## config.mk

```make
export PLATFORM = sky130hd
export DESIGN_NAME = bypass_ctrl
export DESIGN_NICKNAME = d
export VERILOG_FILES = /design/src/rtl/bypass_ctrl_pkg.sv /design/src/rtl/bypass_match.sv /design/src/rtl/bypass_ctrl.sv
export SDC_FILE = /design/constraint.sdc
export NUM_CORES = 1
export LEC_CHECK = 0
export CORE_UTILIZATION = 61
export CTS_BUF_LIST = sky130_fd_sc_hd__clkbuf_8
export CTS_CLUSTER_SIZE = 20
export DETAILED_ROUTE_END_ITERATION = 8
export PLACE_DENSITY = 0.95
export SETUP_SLACK_MARGIN = 0.05
export SYNTH_ARGS = -nofsm -noshare
export SYNTH_HDL_FRONTEND = slang
export SYNTH_SLANG_ARGS = --single-unit
```

## constraint.sdc

```tcl
create_clock -name clock -period 3 [get_ports clock]
set_input_delay 0.45 -clock clock [delete_from_list [all_inputs] [get_ports clock]]
set_output_delay 0.45 -clock clock [all_outputs]
set_load 0.02 [all_outputs]
```

## src/rtl/bypass_ctrl_pkg.sv

```systemverilog
// Shared constants for the forwarding/hazard controller: register index width,
// forward-select stage codes, in-flight entry layout and mult/div latency default.
package bypass_ctrl_pkg;

    localparam int REG_W      = 5;
    localparam int STAGES     = 3;
    localparam int MD_LATENCY = 32;

    localparam logic [1:0] SEL_RF = 2'd0;
    localparam logic [1:0] SEL_X  = 2'd1;
    localparam logic [1:0] SEL_M  = 2'd2;
    localparam logic [1:0] SEL_W  = 2'd3;

    // One tracked stage: a register write still travelling down the pipe
    typedef struct packed {
        logic             valid;
        logic             we;
        logic             is_load;
        logic [REG_W-1:0] rd;
    } entry_t;

    localparam int ENTRY_W = $bits(entry_t);

endpackage

```

## src/rtl/bypass_match.sv

```systemverilog
// Priority comparator: finds the youngest in-flight writer of one source
// register and returns its stage number, or 0 to read the register file.
module bypass_match #(
    parameter int REG_W  = bypass_ctrl_pkg::REG_W,
    parameter int STAGES = bypass_ctrl_pkg::STAGES,
    parameter int SEL_W  = 2
) (
    input  logic [STAGES-1:0]       wr_valid,
    input  logic [STAGES*REG_W-1:0] wr_rd,
    input  logic [REG_W-1:0]        src,
    output logic [SEL_W-1:0]        sel
);
    import bypass_ctrl_pkg::*;

    // Scan oldest to youngest so the youngest match is the one left standing
    always_comb begin
        sel = SEL_W'(SEL_RF);
        if (src != '0) begin
            for (int k = STAGES; k >= 1; k--) begin
                if (wr_valid[k-1] && (wr_rd[(k-1)*REG_W +: REG_W] == src)) begin
                    sel = SEL_W'(k);
                end
            end
        end
    end

endmodule

```

## src/rtl/bypass_ctrl.sv

```systemverilog
// Forwarding and hazard controller: tracks in-flight register writes, drives the
// operand forward selects, and raises load-use and mult/div stalls.
module bypass_ctrl #(
    parameter int REG_W      = bypass_ctrl_pkg::REG_W,
    parameter int STAGES     = bypass_ctrl_pkg::STAGES,
    parameter int SEL_W      = 2,
    parameter int MD_LATENCY = bypass_ctrl_pkg::MD_LATENCY
) (
    input  logic             clock,
    input  logic             reset,
    input  logic             hold,
    input  logic             flush,
    input  logic             dec_valid,
    input  logic             dec_we,
    input  logic             dec_is_load,
    input  logic             dec_is_md,
    input  logic [REG_W-1:0] dec_rd,
    input  logic [REG_W-1:0] dec_rs,
    input  logic [REG_W-1:0] dec_rt,
    output logic [SEL_W-1:0] fwd_sel_a,
    output logic [SEL_W-1:0] fwd_sel_b,
    output logic             stall,
    output logic             md_busy,
    output logic             md_done
);
    localparam int CNT_W = $clog2(MD_LATENCY + 1);

    logic [STAGES:1]        ent_valid;
    logic [STAGES:1]        ent_we;
    logic [STAGES:1]        ent_load;
    logic [REG_W-1:0]       ent_rd [1:STAGES];

    logic [STAGES-1:0]      wr_valid;
    logic [STAGES*REG_W-1:0] wr_rd;

    logic [CNT_W-1:0]       md_cnt;
    logic [REG_W-1:0]       md_rd;
    logic                   ld_haz;
    logic                   md_haz;
    logic                   md_issue;
    logic                   bubble;

    for (genvar k = 1; k <= STAGES; k++) begin : g_flat
        assign wr_valid[k-1]             = ent_valid[k] & ent_we[k];
        assign wr_rd[(k-1)*REG_W +: REG_W] = ent_rd[k];
    end

    bypass_match #(.REG_W(REG_W), .STAGES(STAGES), .SEL_W(SEL_W)) u_match_a (
        .wr_valid (wr_valid),
        .wr_rd    (wr_rd),
        .src      (dec_rs),
        .sel      (fwd_sel_a)
    );

    bypass_match #(.REG_W(REG_W), .STAGES(STAGES), .SEL_W(SEL_W)) u_match_b (
        .wr_valid (wr_valid),
        .wr_rd    (wr_rd),
        .src      (dec_rt),
        .sel      (fwd_sel_b)
    );

    assign md_busy = (md_cnt != '0);

    // Only a load one stage ahead is too late to forward; older loads forward normally
    assign ld_haz = dec_valid & ent_valid[1] & ent_load[1] & (ent_rd[1] != '0) &
                    ((ent_rd[1] == dec_rs) | (ent_rd[1] == dec_rt));

    assign md_haz = dec_valid & md_busy &
                    (dec_is_md | ((md_rd != '0) &
                     ((dec_rs == md_rd) | (dec_rt == md_rd) | (dec_we & (dec_rd == md_rd)))));

    assign stall    = (ld_haz | md_haz) & ~flush;
    assign bubble   = stall | flush | ~dec_valid;
    assign md_issue = dec_valid & dec_is_md & ~stall & ~flush & ~hold;

    // Hold freezes everything; md_done is a single pulse, so it drops under hold
    always_ff @(posedge clock) begin
        if (reset) begin
            ent_valid <= '0;
            ent_we    <= '0;
            ent_load  <= '0;
            for (int k = 1; k <= STAGES; k++) begin
                ent_rd[k] <= '0;
            end
            md_cnt  <= '0;
            md_rd   <= '0;
            md_done <= 1'b0;
        end else if (hold) begin
            md_done <= 1'b0;
        end else begin
            for (int k = STAGES; k >= 2; k--) begin
                ent_valid[k] <= ent_valid[k-1];
                ent_we[k]    <= ent_we[k-1];
                ent_load[k]  <= ent_load[k-1];
                ent_rd[k]    <= ent_rd[k-1];
            end
            ent_valid[1] <= ~bubble;
            ent_we[1]    <= ~bubble & dec_we & ~dec_is_md;
            ent_load[1]  <= ~bubble & dec_is_load;
            ent_rd[1]    <= bubble ? '0 : dec_rd;
            md_done      <= (md_cnt == CNT_W'(1));
            if (md_issue) begin
                md_cnt <= CNT_W'(MD_LATENCY);
                md_rd  <= dec_we ? dec_rd : '0;
            end else if (md_busy) begin
                md_cnt <= md_cnt - CNT_W'(1);
            end
        end
    end

endmodule

```

==> results of run 1 <==
-- registers in the layout, summed over array words and instances, names as in the netlist --
register / flops
md_rd: 5
ent_load: 1
ent_rd: 15
md_cnt: 6
ent_we: 3
ent_valid: 3
md_done: 1
-- through the flow --
stage                     hold WS, ns  util, %  cells  worst slack, ns
after floorplan                0.4638        -    215           0.7742
after global placement         0.4751    79.80    291         -0.02579
after detailed placement       0.4871    79.80    291          -0.1192
after CTS                      0.5032    82.26    299           0.1619
after global routing           0.5554    82.34    299          0.05736
final                          0.5005    82.34    299           0.1314
-- cells in the mapped netlist, types with 5 or more instances --
master / count / area, um2
xnor2_1: 17 / 148.9
nor2_1: 16 / 60.06
nand2_1: 7 / 26.28
and2_1: 15 / 93.84
edfxtp_1: 15 / 450.4
a21oi_1: 9 / 45.04
nand4_1: 9 / 56.30
o21ai_1: 5 / 25.02
dfxtp_1: 19 / 380.4
nor3_1: 12 / 60.06
xor2_1: 33 / 289.0
clkbuf_1: 13 / 48.80
-- worst max-delay path by stage --
| stage | cells past startpoint | start | end | slack (ns) |
|---|---|---|---|---|
| final | 7 | dec_rs[3] | fwd_sel_a[1] | 0.13 |
| after global routing | 8 | dec_rt[4] | fwd_sel_b[0] | 0.06 |
| after CTS | 8 | dec_rt[4] | fwd_sel_b[0] | 0.16 |
| after detailed placement | 7 | dec_rs[2] | fwd_sel_a[1] | -0.12 |
| after global placement | 7 | dec_rs[2] | fwd_sel_a[1] | -0.03 |
| after floorplan | 6 | dec_rt[4] | fwd_sel_b[1] | 0.77 |
-- worst max-delay path, stage by stage --
cell and delay, ns:
clkdlybuf4s50_1 0.64, xnor2_1 0.16, nand4_1 0.11, nor3_1 0.32, nand2b_1 0.16, nor3b_1 0.20, dlygate4sd2_1 0.37
-- placed cells by master (no fill, tap or decap), types with 11 or more instances in the layout --
| cell type | instances |
|---|---|
| xor2_1 | 33 |
| clkdlybuf4s50_1 | 23 |
| nor3_1 | 11 |
| xnor2_1 | 17 |
| nor2_1 | 16 |
| buf_4 | 17 |
| dfxtp_1 | 19 |
| and2_1 | 15 |
| edfxtp_1 | 15 |
-- logic make-up (layout without fill, tap and decap cells) --
logic type / Yosys count / count (layout)
adders and majority gates: 3 / 3
buffers and inverters: 18 / 58
AOI/OAI and AO/OA: 25 / 25
DFF: 34 / 34
and+or+nand+nor: 81 / 81
muxes: 4 / 4
xor gates and xnor gates: 50 / 50
-- layout make-up --
| class | count | area (um2) |
|---|---|---|
| clock inverter | 3 | 11.26 |
| sequential | 34 | 830.8 |
| inverter | 4 | 15.01 |
| clock buffer | 5 | 68.82 |
| fill | 203 | 556.8 |
| multi-input combinational | 163 | 1209 |
| tap | 44 | 55.05 |
| timing repair buffer | 46 | 406.6 |
-- power breakdown --
group          switching, W  leakage (nW)  internal, W  total (W)
sequential        0.0000579         0.321     0.000530   0.000588
clock              0.000162        0.0519     0.000154   0.000316
combinational      0.000224         0.690     0.000195   0.000419
total              0.000444          1.06     0.000880    0.00132
-- repair_timing --
action	in CTS	in global routing
gates resized for setup	7	4
setup endpoints to repair	5	2
pin swaps	0	1
-- metal layers --
layer / vias to the layer above / track usage [%] / share of wire [%]
met1: 858 / 41.03 / 40
met2: 82 / 59.03 / 50
met3: 21 / 10.45 / 6.2
met5: - / 0 / 0
li1: 828 / - / -
met4: 0 / 23.05 / 4.3
==> reports/results.txt, run 1 <==
# DRC: 0
Post-Syn Nets: 241
clk_lat worst skew: 0.29 ns
Clock Sinks: 34
total power: 0.001324 W
final instance area: 2596 um2
first-pass GRT wire length: 9094 um
R2R Setup Slk: 0.82 ns
final layout net count: 280
leakage power total: 1.063 nW
Avg Cell Area, Syn: 9.748 um2
post-synthesis xor/xnor area fraction: 20.90%
initial core utilization: 66.47%
Post-CTS Hold Buffers: 0
final setup TNS: 0 ns
Worst-Margin Slew: 0.5984 ns
first-iteration detailed-routing DRC count: 86
Core ar.: 3153 um2
main combinational cell family by area after synthesis: simple AND/OR/NAND/NOR gates
simple-gate area share of the yosys netlist: 23.82%
post-layout min period: 2.869 ns
TritonCTS clock tree: yes
Final Slew Violations: 0
post-DP HPWL: 3960 um
Worst Setup End Kind: primary output
RePlAce Congestion: 0.8368
vias in the first global route: 1865
drt total wl: 5689 um
wire length per cell: 19.03 um
post-synthesis compound-gate area fraction: 8.716%
drt via density: 5.983
n_diodes: 0
final setup skew: 0.007035 ns
Port Buf Inserts: 29
maximum clock path buffer count: 2
Hold Path Cell Cnt: 2
hold crit path type: reg2reg
status: finished clean
f_max: 348.6 MHz
R2R cell count: 6
post-synthesis adder-cell area fraction: 1.791%
distinct cell type count after synthesis: 40
Area growth syn-to-layout: 23.88%
Synth async-reset ratio: 0%
Post-Syn Instances: 215
Worst Path Required: 2.55 ns
Worst VDD drop: 440.4 uV
Die ar.: 3674 um2
Startpoint Class: input port
largest net degree at the start of global routing: 16
max cap viols: 0
antenna violations before repair: 0
share of cells above drive strength 1: 14.90%
pwr dens: 509.9 nW/um2
CTS Root Buffer Type: clkbuf_8
Die Span Y: 60.62 um
floorplan row count: 20
multiplexer share of the synthesized area: 1.910%
RSZ-0062 raised after global routing: no
antenna viol nets, final: 0
yosys synthesis warning count: 0
Hold Path End: ent_we[3]
DR pass1 iterations: 5
Die W: 60.62 um
vias: 1789
Critical Path AT: 2.42 ns
post-synthesis instance area: 2096 um2
Worst-path clk slew: 0.06 ns
ys flop type: dfxtp_1
min-delay src: ent_we[3]
GRT Util Overall: 35.95%
RR Startpoint: ent_rd[0][5]
reg2reg end: ent_rd[0][6]
grt total ovfl: 0
# IOs: 30
Max H-tree Level: 2
Relative slew margins: 60.00%
period utilization: 95.62%
cts bufs inserted: 5
DP Area: 2516 um2
Final Hold Fails: 0
largest fanout on the critical path: 4
sequential fraction of the synthesis area: 39.64%
setup bufs post-CTS: 0
post-synthesis register bit count: 34
Setup-failing EPs final: 0
WS Path Type: in2out
Post-synth EDFFs: 15
Note: power is estimated with default switching activity, not from simulation.
==> inputs of run 2 (changes only) <==
--- a/config.mk
+++ b/config.mk
@@ -5,12 +5,12 @@
 export SDC_FILE = /design/constraint.sdc
 export NUM_CORES = 1
 export LEC_CHECK = 0
-export CORE_UTILIZATION = 61
+export CORE_UTILIZATION = 60
 export CTS_BUF_LIST = sky130_fd_sc_hd__clkbuf_8
 export CTS_CLUSTER_SIZE = 20
 export DETAILED_ROUTE_END_ITERATION = 8
-export PLACE_DENSITY = 0.95
-export SETUP_SLACK_MARGIN = 0.05
+export MAX_ROUTING_LAYER = met4
+export PLACE_DENSITY = 0.94
 export SYNTH_ARGS = -nofsm -noshare
 export SYNTH_HDL_FRONTEND = slang
 export SYNTH_SLANG_ARGS = --single-unit
==> run 2 against run 1 <==
- final cell count shrank 1.0%
- combinational power shrank 3%
- sequential share of layout area grew 0.42 points
- worst hold slack gained 0.0094 ns
==> reports/results.txt, run 2 (same netlist as run 1, synthesis figures left out) <==
RSZ-0062 raised after global routing: no
clk_lat worst skew: 0.29 ns (about the same)
Setup-failing EPs final: 0 (unchanged)
initial core utilization: 62.80% (-3.7 points)
maximum clock path buffer count: 2 (unchanged)
Worst Path Required: 2.55 ns (about the same)
final hold slack: 0.5099 ns (+0.009428 ns)
n_diodes: 0 (unchanged)
# IOs: 30 (unchanged)
Die ar.: 3733 um2 (+1.6%)
vias in the first global route: 1576 (-15%)
status: finished clean
Die W: 61.10 um (+0.80%)
Worst Setup End Kind: primary output
grt total ovfl: 0 (unchanged)
largest net degree at the start of global routing: 16 (unchanged)
Worst-Margin Slew: 0.5697 ns (-0.02874 ns)
RePlAce Congestion: 0.8963 (+7.1%)
largest fanout on the critical path: 3 (-1)
Regs by FF count: ent_rd: 15 flops, md_cnt: 6 flops, md_rd: 5 flops
DR pass1 iterations: 4 (-1)
first-iteration detailed-routing DRC count: 74 (-14%)
TritonCTS clock tree: yes
# DRC: 0 (unchanged)
drt total wl: 4788 um (-16%)
post-DP HPWL: 3703 um (-6.5%)
final instance area: 2562 um2 (-1.3%)
Area growth syn-to-layout: 22.27%
total power: 0.001295 W (-2.1%)
Critical Path AT: 2.31 ns (-0.11 ns)
Relative slew margins: 61.98% (+2.0 points)
post-layout min period: 2.761 ns (-0.1077 ns)
period utilization: 92.03% (-3.6 points)
Clock Sinks: 34 (unchanged)
wire length per cell: 16.18 um (-15%)
setup bufs post-CTS: 0 (unchanged)
cts bufs inserted: 5 (unchanged)
Largest Register: ent_rd
drt via density: 5.666 (-5.3%)
vias: 1677 (-6.3%)
non-filler cells, final: 296 (-1.0%)
max cap viols: 0 (unchanged)
GRT Util Overall: 28.75% (-7.2 points)
Die Span Y: 61.10 um (+0.80%)
CTS Root Buffer Type: clkbuf_8
Worst-path clk slew: 0.07 ns (about the same)
Final Slew Violations: 0 (unchanged)
antenna violations before repair: 0 (unchanged)
most frequent cells in the layout: xor2_1, clkdlybuf4s50_1, dfxtp_1
WS Path Type: in2out
Core ar.: 3337 um2 (+5.8%)
DP Area: 2481 um2 (-1.4%)
Startpoint Class: input port
leakage power total: 1.078 nW (+1.5%)
Max H-tree Level: 2 (unchanged)
floorplan row count: 21 (+5.0%)
Worst VDD drop: 375.1 uV (-15%)
Placed Cells incl. Taps: 288 (-1.0%)
final layout net count: 275 (-1.8%)
antenna viol nets, final: 0 (unchanged)
commonest non-fill, non-tap cell in the layout: xor2_1
Final Hold Fails: 0 (unchanged)
Port Buf Inserts: 29 (unchanged)
f_max: 362.2 MHz (+3.9%)
share of cells above drive strength 1: 12.00% (-2.9 points)
pwr dens: 505.5 nW/um2 (-0.86%)
first-pass GRT wire length: 7231 um (-20%)
hold crit path type: reg2reg
final setup skew: 0.006210 ns (-0.0008256 ns)
max FFs per register: 15 (unchanged)
run 2: timing repair:
| item | CTS | global route |
|---|---|---|
| endpoints found under the hold margin | 0 | 0 |
| hold buffers | 0 | 0 |
| gates resized for setup | 5 | 3 |
| pin swaps | 0 | 0 |
| setup endpoints to repair | 3 | 3 |
run 2: final timing paths:
check	startpoint	to	slack, ns	depth (start not counted)
setup / recovery	dec_rd[2]	stall	0.24	8
setup reg to reg	ent_rd[0][5]	ent_rd[0][9]	0.87	6
hold / removal	ent_load[1]	ent_load[1]	0.51	1
hold reg to reg	ent_load[1]	ent_load[1]	0.51	1
run 2: metal layers:
metal  share of wire (%)  GRT usage (%)  vias up
met1                  41          33.24      785
met5                   0              -        -
met3                 5.4          5.462        9
li1                    -              -      816
met4                 1.8          12.34        0
met2                  51          48.60       67
run 2: through the flow:
stage / util (%) / setup WS (ns) / setup TNS [ns]
after floorplan: - / 0.7742 / 0
after global placement: 74.35 / -0.08259 / -0.1482
after detailed placement: 74.35 / -0.1358 / -0.3139
after CTS: 76.57 / 0.01618 / 0
after global routing: 76.79 / 0.07339 / 0
final: 76.79 / 0.2391 / 0
run 2: cell type report:
type / count / area [um2]
repair buffers: 41 / 381.6
flip-flops and latches: 34 / 830.8
well taps: 46 / 57.56
inverters: 4 / 15.01
clock buffers: 5 / 68.82
fillers: 227 / 774.5
clock inverters: 3 / 11.26
multi-input cells: 163 / 1197
run 2: worst max-delay path, stage by stage:
cell             delay, ns
clkdlybuf4s50_1       0.49
xor2_1                0.17
nor4_1                0.31
a31oi_1               0.14
a21oi_1               0.20
nor2_1                0.06
nor2_1                0.14
dlygate4sd2_1         0.35
run 2: report_power, final:
group | internal, W | switching, W | total, W
Clock | 0.000154 | 0.000150 | 0.000305
Combinational | 0.000191 | 0.000214 | 0.000405
Sequential | 0.000531 | 0.0000553 | 0.000586
